--- config.mk ---
export PLATFORM = sky130hd
export DESIGN_NAME = gpio_pixel_packer_flat
export DESIGN_NICKNAME = d
export VERILOG_FILES = /design/src/rtl/gpio_pixel_packer_if.sv /design/src/rtl/gpio_pixel_packer.sv /design/src/flat_wrapper.sv
export SDC_FILE = /design/constraint.sdc
export NUM_CORES = 1
export LEC_CHECK = 0
export CORE_MARGIN = 10
export CORE_UTILIZATION = 60
export CTS_CLUSTER_SIZE = 10
export DETAILED_ROUTE_END_ITERATION = 6
export PLACE_DENSITY_LB_ADDON = 0.15
export SETUP_SLACK_MARGIN = 0.1
export SYNTH_ARGS = -nofsm -noshare
export SYNTH_HDL_FRONTEND = slang
export SYNTH_SLANG_ARGS = --single-unit
--- constraint.sdc ---
create_clock -name clk -period 20.1 [get_ports clk]
set_clock_uncertainty 0.1 [all_clocks]
set_input_delay 3.015 -clock clk [delete_from_list [all_inputs] [get_ports clk]]
set_output_delay 3.015 -clock clk [all_outputs]
set_load 0.05 [all_outputs]
--- src/rtl/gpio_pixel_packer_if.sv ---
// Stream-side bundle for gpio_pixel_packer.
//   gpio/gpio_en   : processor GPIO word and per-channel write enables
//   start/frame_len: frame arm pulse and pixel count
//   pix_*          : valid/ready pixel stream toward the frame sink
//   busy/frame_done/overflow: status
// The master modport is the side that drives GPIO, control and pix_ready.
// The slave modport is the packer itself.
interface gpio_pixel_packer_if #(
    parameter int unsigned CHANNELS = 3,
    parameter int unsigned WORD_W   = 32,
    parameter int unsigned BYTE_W   = 8,
    parameter int unsigned CNT_W    = 16
);
    logic [WORD_W-1:0]          gpio;
    logic [CHANNELS-1:0]        gpio_en;
    logic                       start;
    logic [CNT_W-1:0]           frame_len;
    logic                       pix_valid;
    logic                       pix_ready;
    logic [CHANNELS*BYTE_W-1:0] pix_data;
    logic                       busy;
    logic                       frame_done;
    logic [CHANNELS-1:0]        overflow;

    modport master (
        output gpio, gpio_en, start, frame_len, pix_ready,
        input  pix_valid, pix_data, busy, frame_done, overflow
    );

    modport slave (
        input  gpio, gpio_en, start, frame_len, pix_ready,
        output pix_valid, pix_data, busy, frame_done, overflow
    );
endinterface

--- src/rtl/gpio_pixel_packer.sv ---
// Re-interleaves per-channel GPIO words into whole pixels.
// Each colour channel has its own small FIFO filled by gpio_en[c]. A pixel is
// formed from the same byte lane of every FIFO head; after the last lane (or
// the last pixel of the frame) all heads pop together.
// Ports:
//   clk  : rising-edge clock
//   rst  : asynchronous active-high reset
//   bus  : gpio_pixel_packer_if slave (GPIO input, control, pixel stream, status)
module gpio_pixel_packer #(
    parameter int unsigned CHANNELS = 3,
    parameter int unsigned WORD_W   = 32,
    parameter int unsigned BYTE_W   = 8,
    parameter int unsigned DEPTH    = 4,
    parameter int unsigned CNT_W    = 16
) (
    input logic                clk,
    input logic                rst,
    gpio_pixel_packer_if.slave bus
);
    localparam int unsigned LANES = WORD_W / BYTE_W;
    localparam int unsigned AW    = $clog2(DEPTH);
    localparam int unsigned LW    = (LANES > 1) ? $clog2(LANES) : 1;
    localparam logic [LW-1:0] LastLane = LW'(LANES - 1);

    typedef enum logic [1:0] {StIdle, StStream, StDone} state_e;

    state_e state_q, state_d;

    // FIFO storage and pointers; pointers carry one extra wrap bit.
    logic [WORD_W-1:0] mem_q    [CHANNELS][DEPTH];
    logic [AW:0]       wr_ptr_q [CHANNELS];
    logic [AW:0]       wr_ptr_d [CHANNELS];
    logic [AW:0]       rd_ptr_q [CHANNELS];
    logic [AW:0]       rd_ptr_d [CHANNELS];

    logic [CHANNELS-1:0] empty;
    logic [CHANNELS-1:0] full;
    logic [CHANNELS-1:0] push;
    logic [CHANNELS-1:0] drop;

    logic [LW-1:0]       lane_q, lane_d;
    logic [CNT_W-1:0]    cnt_q, cnt_d;
    logic [CNT_W-1:0]    len_q, len_d;
    logic [CNT_W-1:0]    cnt_inc;
    logic [CHANNELS-1:0] ovf_q, ovf_d;

    logic                       pix_valid;
    logic [CHANNELS*BYTE_W-1:0] pix_data;
    logic                       busy;
    logic                       frame_done;
    logic                       xfer;
    logic                       last_pix;
    logic                       pop;
    logic                       arm;

    // ------------------------------------------------------------------
    // FIFO status and write acceptance
    // ------------------------------------------------------------------
    always_comb begin
        empty = '0;
        full  = '0;
        push  = '0;
        drop  = '0;
        for (int c = 0; c < CHANNELS; c++) begin
            empty[c] = (wr_ptr_q[c] == rd_ptr_q[c]);
            full[c]  = (wr_ptr_q[c][AW] != rd_ptr_q[c][AW]) &&
                       (wr_ptr_q[c][AW-1:0] == rd_ptr_q[c][AW-1:0]);
            // A pop in the same cycle frees the slot the push needs.
            push[c]  = bus.gpio_en[c] && (!full[c] || pop);
            drop[c]  = bus.gpio_en[c] && full[c] && !pop;
        end
    end

    // ------------------------------------------------------------------
    // Handshake decode
    // ------------------------------------------------------------------
    assign cnt_inc  = cnt_q + 1'b1;
    assign xfer     = pix_valid && bus.pix_ready;
    assign last_pix = (cnt_inc == len_q);
    // Final pixel pops even mid-word, discarding the unused lanes.
    assign pop      = xfer && ((lane_q == LastLane) || last_pix);
    assign arm      = (state_q == StIdle) && bus.start;

    always_comb begin
        for (int c = 0; c < CHANNELS; c++) begin
            wr_ptr_d[c] = push[c] ? wr_ptr_q[c] + (AW+1)'(1) : wr_ptr_q[c];
            rd_ptr_d[c] = pop     ? rd_ptr_q[c] + (AW+1)'(1) : rd_ptr_q[c];
        end
    end

    always_ff @(posedge clk or posedge rst) begin
        if (rst) begin
            for (int c = 0; c < CHANNELS; c++) begin
                wr_ptr_q[c] <= '0;
                rd_ptr_q[c] <= '0;
                for (int d = 0; d < DEPTH; d++) begin
                    mem_q[c][d] <= '0;
                end
            end
        end else begin
            for (int c = 0; c < CHANNELS; c++) begin
                wr_ptr_q[c] <= wr_ptr_d[c];
                rd_ptr_q[c] <= rd_ptr_d[c];
                if (push[c]) begin
                    mem_q[c][wr_ptr_q[c][AW-1:0]] <= bus.gpio;
                end
            end
        end
    end

    // ------------------------------------------------------------------
    // Lane, counter, frame length and overflow
    // ------------------------------------------------------------------
    always_comb begin
        lane_d = lane_q;
        cnt_d  = cnt_q;
        len_d  = len_q;
        ovf_d  = ovf_q;
        if (arm) begin
            len_d  = bus.frame_len;
            cnt_d  = '0;
            lane_d = '0;
            ovf_d  = '0;
        end else if (xfer) begin
            cnt_d  = cnt_inc;
            lane_d = pop ? '0 : lane_q + 1'b1;
        end
        // A drop in the arming cycle still counts against the new frame.
        ovf_d = ovf_d | drop;
    end

    always_ff @(posedge clk or posedge rst) begin
        if (rst) begin
            lane_q <= '0;
            cnt_q  <= '0;
            len_q  <= '0;
            ovf_q  <= '0;
        end else begin
            lane_q <= lane_d;
            cnt_q  <= cnt_d;
            len_q  <= len_d;
            ovf_q  <= ovf_d;
        end
    end

    // ------------------------------------------------------------------
    // FSM: state register
    // ------------------------------------------------------------------
    always_ff @(posedge clk or posedge rst) begin
        if (rst) begin
            state_q <= StIdle;
        end else begin
            state_q <= state_d;
        end
    end

    // FSM: next state
    always_comb begin
        state_d = state_q;
        unique case (state_q)
            StIdle: begin
                if (bus.start) begin
                    state_d = (bus.frame_len == '0) ? StDone : StStream;
                end
            end
            StStream: begin
                if (xfer && last_pix) begin
                    state_d = StDone;
                end
            end
            StDone:  state_d = StIdle;
            default: state_d = StIdle;
        endcase
    end

    // FSM: outputs
    always_comb begin
        busy       = (state_q != StIdle);
        frame_done = (state_q == StDone);
        pix_valid  = (state_q == StStream) && (empty == '0);
        pix_data   = '0;
        if (pix_valid) begin
            for (int c = 0; c < CHANNELS; c++) begin
                pix_data[c*BYTE_W +: BYTE_W] =
                    mem_q[c][rd_ptr_q[c][AW-1:0]][int'(lane_q)*BYTE_W +: BYTE_W];
            end
        end
    end

    assign bus.pix_valid  = pix_valid;
    assign bus.pix_data   = pix_data;
    assign bus.busy       = busy;
    assign bus.frame_done = frame_done;
    assign bus.overflow   = ovf_q;
endmodule

--- src/flat_wrapper.sv ---
// flat-port wrapper written by rule: the top's interface ports become plain ports
module gpio_pixel_packer_flat 
#(
    parameter int unsigned CHANNELS = 3,
    parameter int unsigned WORD_W   = 32,
    parameter int unsigned BYTE_W   = 8,
    parameter int unsigned DEPTH    = 4,
    parameter int unsigned CNT_W    = 16
)
  (clk, rst, bus_gpio, bus_gpio_en, bus_start, bus_frame_len, bus_pix_ready, bus_pix_valid, bus_pix_data, bus_busy, bus_frame_done, bus_overflow);
  gpio_pixel_packer_if #(.CHANNELS(CHANNELS), .WORD_W(WORD_W), .BYTE_W(BYTE_W), .CNT_W(CNT_W)) bus_i ();
  input logic clk;
  input logic rst;
  input wire logic [$bits(bus_i.gpio)-1:0] bus_gpio;
  input wire logic [$bits(bus_i.gpio_en)-1:0] bus_gpio_en;
  input wire logic [$bits(bus_i.start)-1:0] bus_start;
  input wire logic [$bits(bus_i.frame_len)-1:0] bus_frame_len;
  input wire logic [$bits(bus_i.pix_ready)-1:0] bus_pix_ready;
  output wire logic [$bits(bus_i.pix_valid)-1:0] bus_pix_valid;
  output wire logic [$bits(bus_i.pix_data)-1:0] bus_pix_data;
  output wire logic [$bits(bus_i.busy)-1:0] bus_busy;
  output wire logic [$bits(bus_i.frame_done)-1:0] bus_frame_done;
  output wire logic [$bits(bus_i.overflow)-1:0] bus_overflow;
  assign bus_i.gpio = bus_gpio;
  assign bus_i.gpio_en = bus_gpio_en;
  assign bus_i.start = bus_start;
  assign bus_i.frame_len = bus_frame_len;
  assign bus_i.pix_ready = bus_pix_ready;
  assign bus_pix_valid = bus_i.pix_valid;
  assign bus_pix_data = bus_i.pix_data;
  assign bus_busy = bus_i.busy;
  assign bus_frame_done = bus_i.frame_done;
  assign bus_overflow = bus_i.overflow;
  gpio_pixel_packer #(.CHANNELS(CHANNELS), .WORD_W(WORD_W), .BYTE_W(BYTE_W), .DEPTH(DEPTH), .CNT_W(CNT_W)) u_core (.clk(clk), .rst(rst), .bus(bus_i));
endmodule
==> metrics.md <==
| Metric | Value |
|---|---|
| DIE WIDTH | slightly above 200 um |
| Sink Count | 441 |
| Hold buffers post-CTS | 0 |
| Detailed Route WL | 46500 um |
| Clock buffer count from CTS | 50 |
| Core Area | 34500 sq um |
| Routed len/inst | approximately 24 um |
| IO Count | 85 |
| Leak pwr | 9.99 nW |
| Worst-Skew Late Latency | 580 ps |
| Setup violators final | 0 |
| Cell area after synthesis | 21000 sq um |
| Startpoint Class | flop |
| Clk buf depth | 3 |
| Overall global routing resource usage | 0.225 |
| Switching power | between 1.5 and 2 mW |
| Die height | 207 um |
| Setup bufs post-CTS | 0 |
| DR vias/cell | 6.25 |
| Cell repeated most along the worst path | buf_4 |
| Max stage delay cell, worst path | clkdlybuf4s50_1 |
| Total gr overflow | 0 |
| Initial antenna violation count | 4 |
| Share of cells above drive strength 1 | 0.362 |
| Final instance area | 23300 sq um |
| Slew headroom | 0.280 |
| DP Cell Count | 1833 |
| Area delta synth->final | 11.3% |
| Number of cell rows | 68 |
| Top sig layer | met5 |
| Synth top area share | 0.527 |
| Number of buffers added on ports | between 80 and 90 |
| Commonest cells after routing, fill and taps aside | dfrtp_1, mux2_2, mux4_2 |
| Main synth FF type | dfrtp_1 |
| 1st-pass router iterations | 5 |
| Synth area leader | dfrtp_1 |
| Remaining DRCs | 0 |
| M1 wire length | ~20000 um |
| Synthesis warning total | 0 |
| Cell Area, Placed | 22000 sq um |
| Pwr/cell area | 195 nW/um^2 |
| Mapped Cells | 1395 |
| EDFF count, synth | 0 |
| Clk root buf | clkbuf_16 |
| Final setup TNS | 0 ps |
| Nets | approximately 1500 |
| Clock power share | 0.174 |
| Synth Register Bits | 441 |
| Initial Util | 0.607 |
| Outcome | finished clean |
| GP Congestion | around 0.84 |
| Synth area leaders | dfrtp_1, mux2_2, mux4_2, mux2_1, mux2_4 |
| Die area | 42800 sq um |
| WL met2 | 22900 um |
| Max cap viols | 0 |
| Crit-path max cell delay | 850 ps |
| Final cell count without fillers | 1898 |
| CP endpoint kind | primary output |
| Vias in the first global route | 12700 |
| Post-synthesis sequential area ratio | 0.527 |
| Most common library cell in the layout ignoring fill and taps | dfrtp_1 |
| Cells along the critical path | buf_4, xor2_1, nor3_1, or3_1, buf_4, nor2b_1, clkdlybuf4s50_1 |
| Comb pwr share | 0.476 |
| Sw Ratio | 0.365 |
| P_int | 2.90 mW |
| Final antenna-violating net count | 0 |
| Final Hold Fails | 0 |
| Mean area per synthesized cell | 15.0 sq um |
| DR WL met3 | around 2300 um |
| Final Max Tran Viols | 0 |
| Async SR Flop Fraction | 1.00 |
| Critical Path AT | between 3000 and 4000 ps |
| Largest net degree at the start of global routing | 171 |
| DR vias | 11900 |
| CP required | between 15000 and 20000 ps |
| Seq pwr share | 0.350 |
| DP Wirelength | 28800 um |
| Syn nets | 1467 |
| Clk slew on worst S/H paths | 60 ps |
| Hold Path Class | reg2reg |
| Distinct cells, synth | 55 |
| Fin crit period | 7070 ps |
| Max frequency | 141 MHz |
| 1st-iter DRT viols | 747 |
| Final period utilization | 0.352 |
| Critical path class | reg2out |
| CTS tree | built |
| Post-CTS sizing | 0 |
| Worst VDD drop | approximately 0.16 mV |
| RSZ-0062 raised after global routing | no |
| Htree depth | 2 |
| Worst-path fanout max | 23 |
| First-pass GRT wire length | 74400 um |
| Slew @ Worst Pin | 1080 ps |
-- layer usage --
layer | vias up | GRT usage
met2 | 253 | 0.368
li1 | 5155 | -
met4 | 4 | 0.0714
met3 | 70 | 0.0418
met5 | - | 0
met1 | 6388 | 0.301
-- logic make-up (layout without fill, tap and decap cells) --
group           after synthesis  in the layout  share of synthesized area
compound gates               60             60                     0.0195
xor+xnor                     42             42                     0.0176
fa+ha+maj                    17             17                     0.0101
buf+inv                     131            177                     0.0286
flops                       441            441                      0.527
mux                         507            507                      0.347
other cells                   0              2                          0
simple gates                197            197                     0.0503
-- Yosys cell counts (21+ instances only) --
cell	instances
clkbuf_1	56
nor2b_1	30
mux2_1	78
mux4_2	120
nand2_1	85
buf_1	24
xnor2_1	21
xor2_1	21
mux2_4	58
mux2_2	251
o21ai_0	32
dfrtp_1	441
buf_2	24
-- power groups by stage --
| stage | registers [mW] | logic (mW) | clock network [mW] |
|---|---|---|---|
| finish | 1.60 | 2.17 | 0.793 |
| global route | 1.65 | 2.32 | 0.843 |
| CTS | 1.59 | 2.20 | 0.805 |
| detailed placement | 1.60 | 2.19 | 0 |
| global placement | 1.58 | 2.14 | 0 |
| floorplan | 1.50 | 1.72 | 0 |
-- metrics by stage --
step	hold slack (ps)	power [mW]	util	setup slack [ps]
after global routing	389	4.81	0.675	12780
after CTS	358	4.59	0.675	12950
after detailed placement	351	3.79	0.636	13580
final	357	4.56	0.675	13030
after floorplan	326	3.22	-	4700
after global placement	337	3.72	0.636	13570
-- worst paths after layout --
| kind | startpoint | endpoint | slack (ps) | cells after the start |
|---|---|---|---|---|
| worst min-delay path | u_core.state_q[1] | u_core.state_q[1] | 360 | 1 |
| worst max register to register | u_core.rd_ptr_q[3] | u_core.mem_q[154] | 15550 | 9 |
| max in group asynchronous | rst | u_core.rd_ptr_q[0] | 15370 | 3 |
| worst max-delay path | u_core.rd_ptr_q[3] | bus_pix_data[6] | 13030 | 7 |
| worst min register to register | u_core.state_q[1] | u_core.state_q[1] | 360 | 1 |
| min in group asynchronous | rst | u_core.len_q[12] | 2880 | 2 |
-- area by class of cell --
type | count | area, sq um
well taps | 455 | 569
multi-input cells | 823 | 9330
clock buffers | 61 | 1320
clock inverters | 2 | 32.5
inverters | 14 | 60.1
fillers | 2393 | 11200
diodes | 2 | 5.00
flip-flops and latches | 441 | 11000
repair buffers | 100 | 973
-- worst max-delay path, delay by kind of cell, from the launching register on --
family | cells | cell delay (ps)
xor+xnor | 1 | 220
buf+inv | 3 | 1670
simple gates | 3 | 830
flops | 1 | 640
-- state kept, by name, indices dropped and copies added, names as in the netlist --
signal and cells:
u_core.mem_q 384, u_core.cnt_q 16, u_core.len_q 16, u_core.rd_ptr_q 9, u_core.wr_ptr_q 9, u_core.bus.overflow 3
u_core.lane_q 2, u_core.state_q 2
Note: power is estimated with default switching activity, not from simulation.
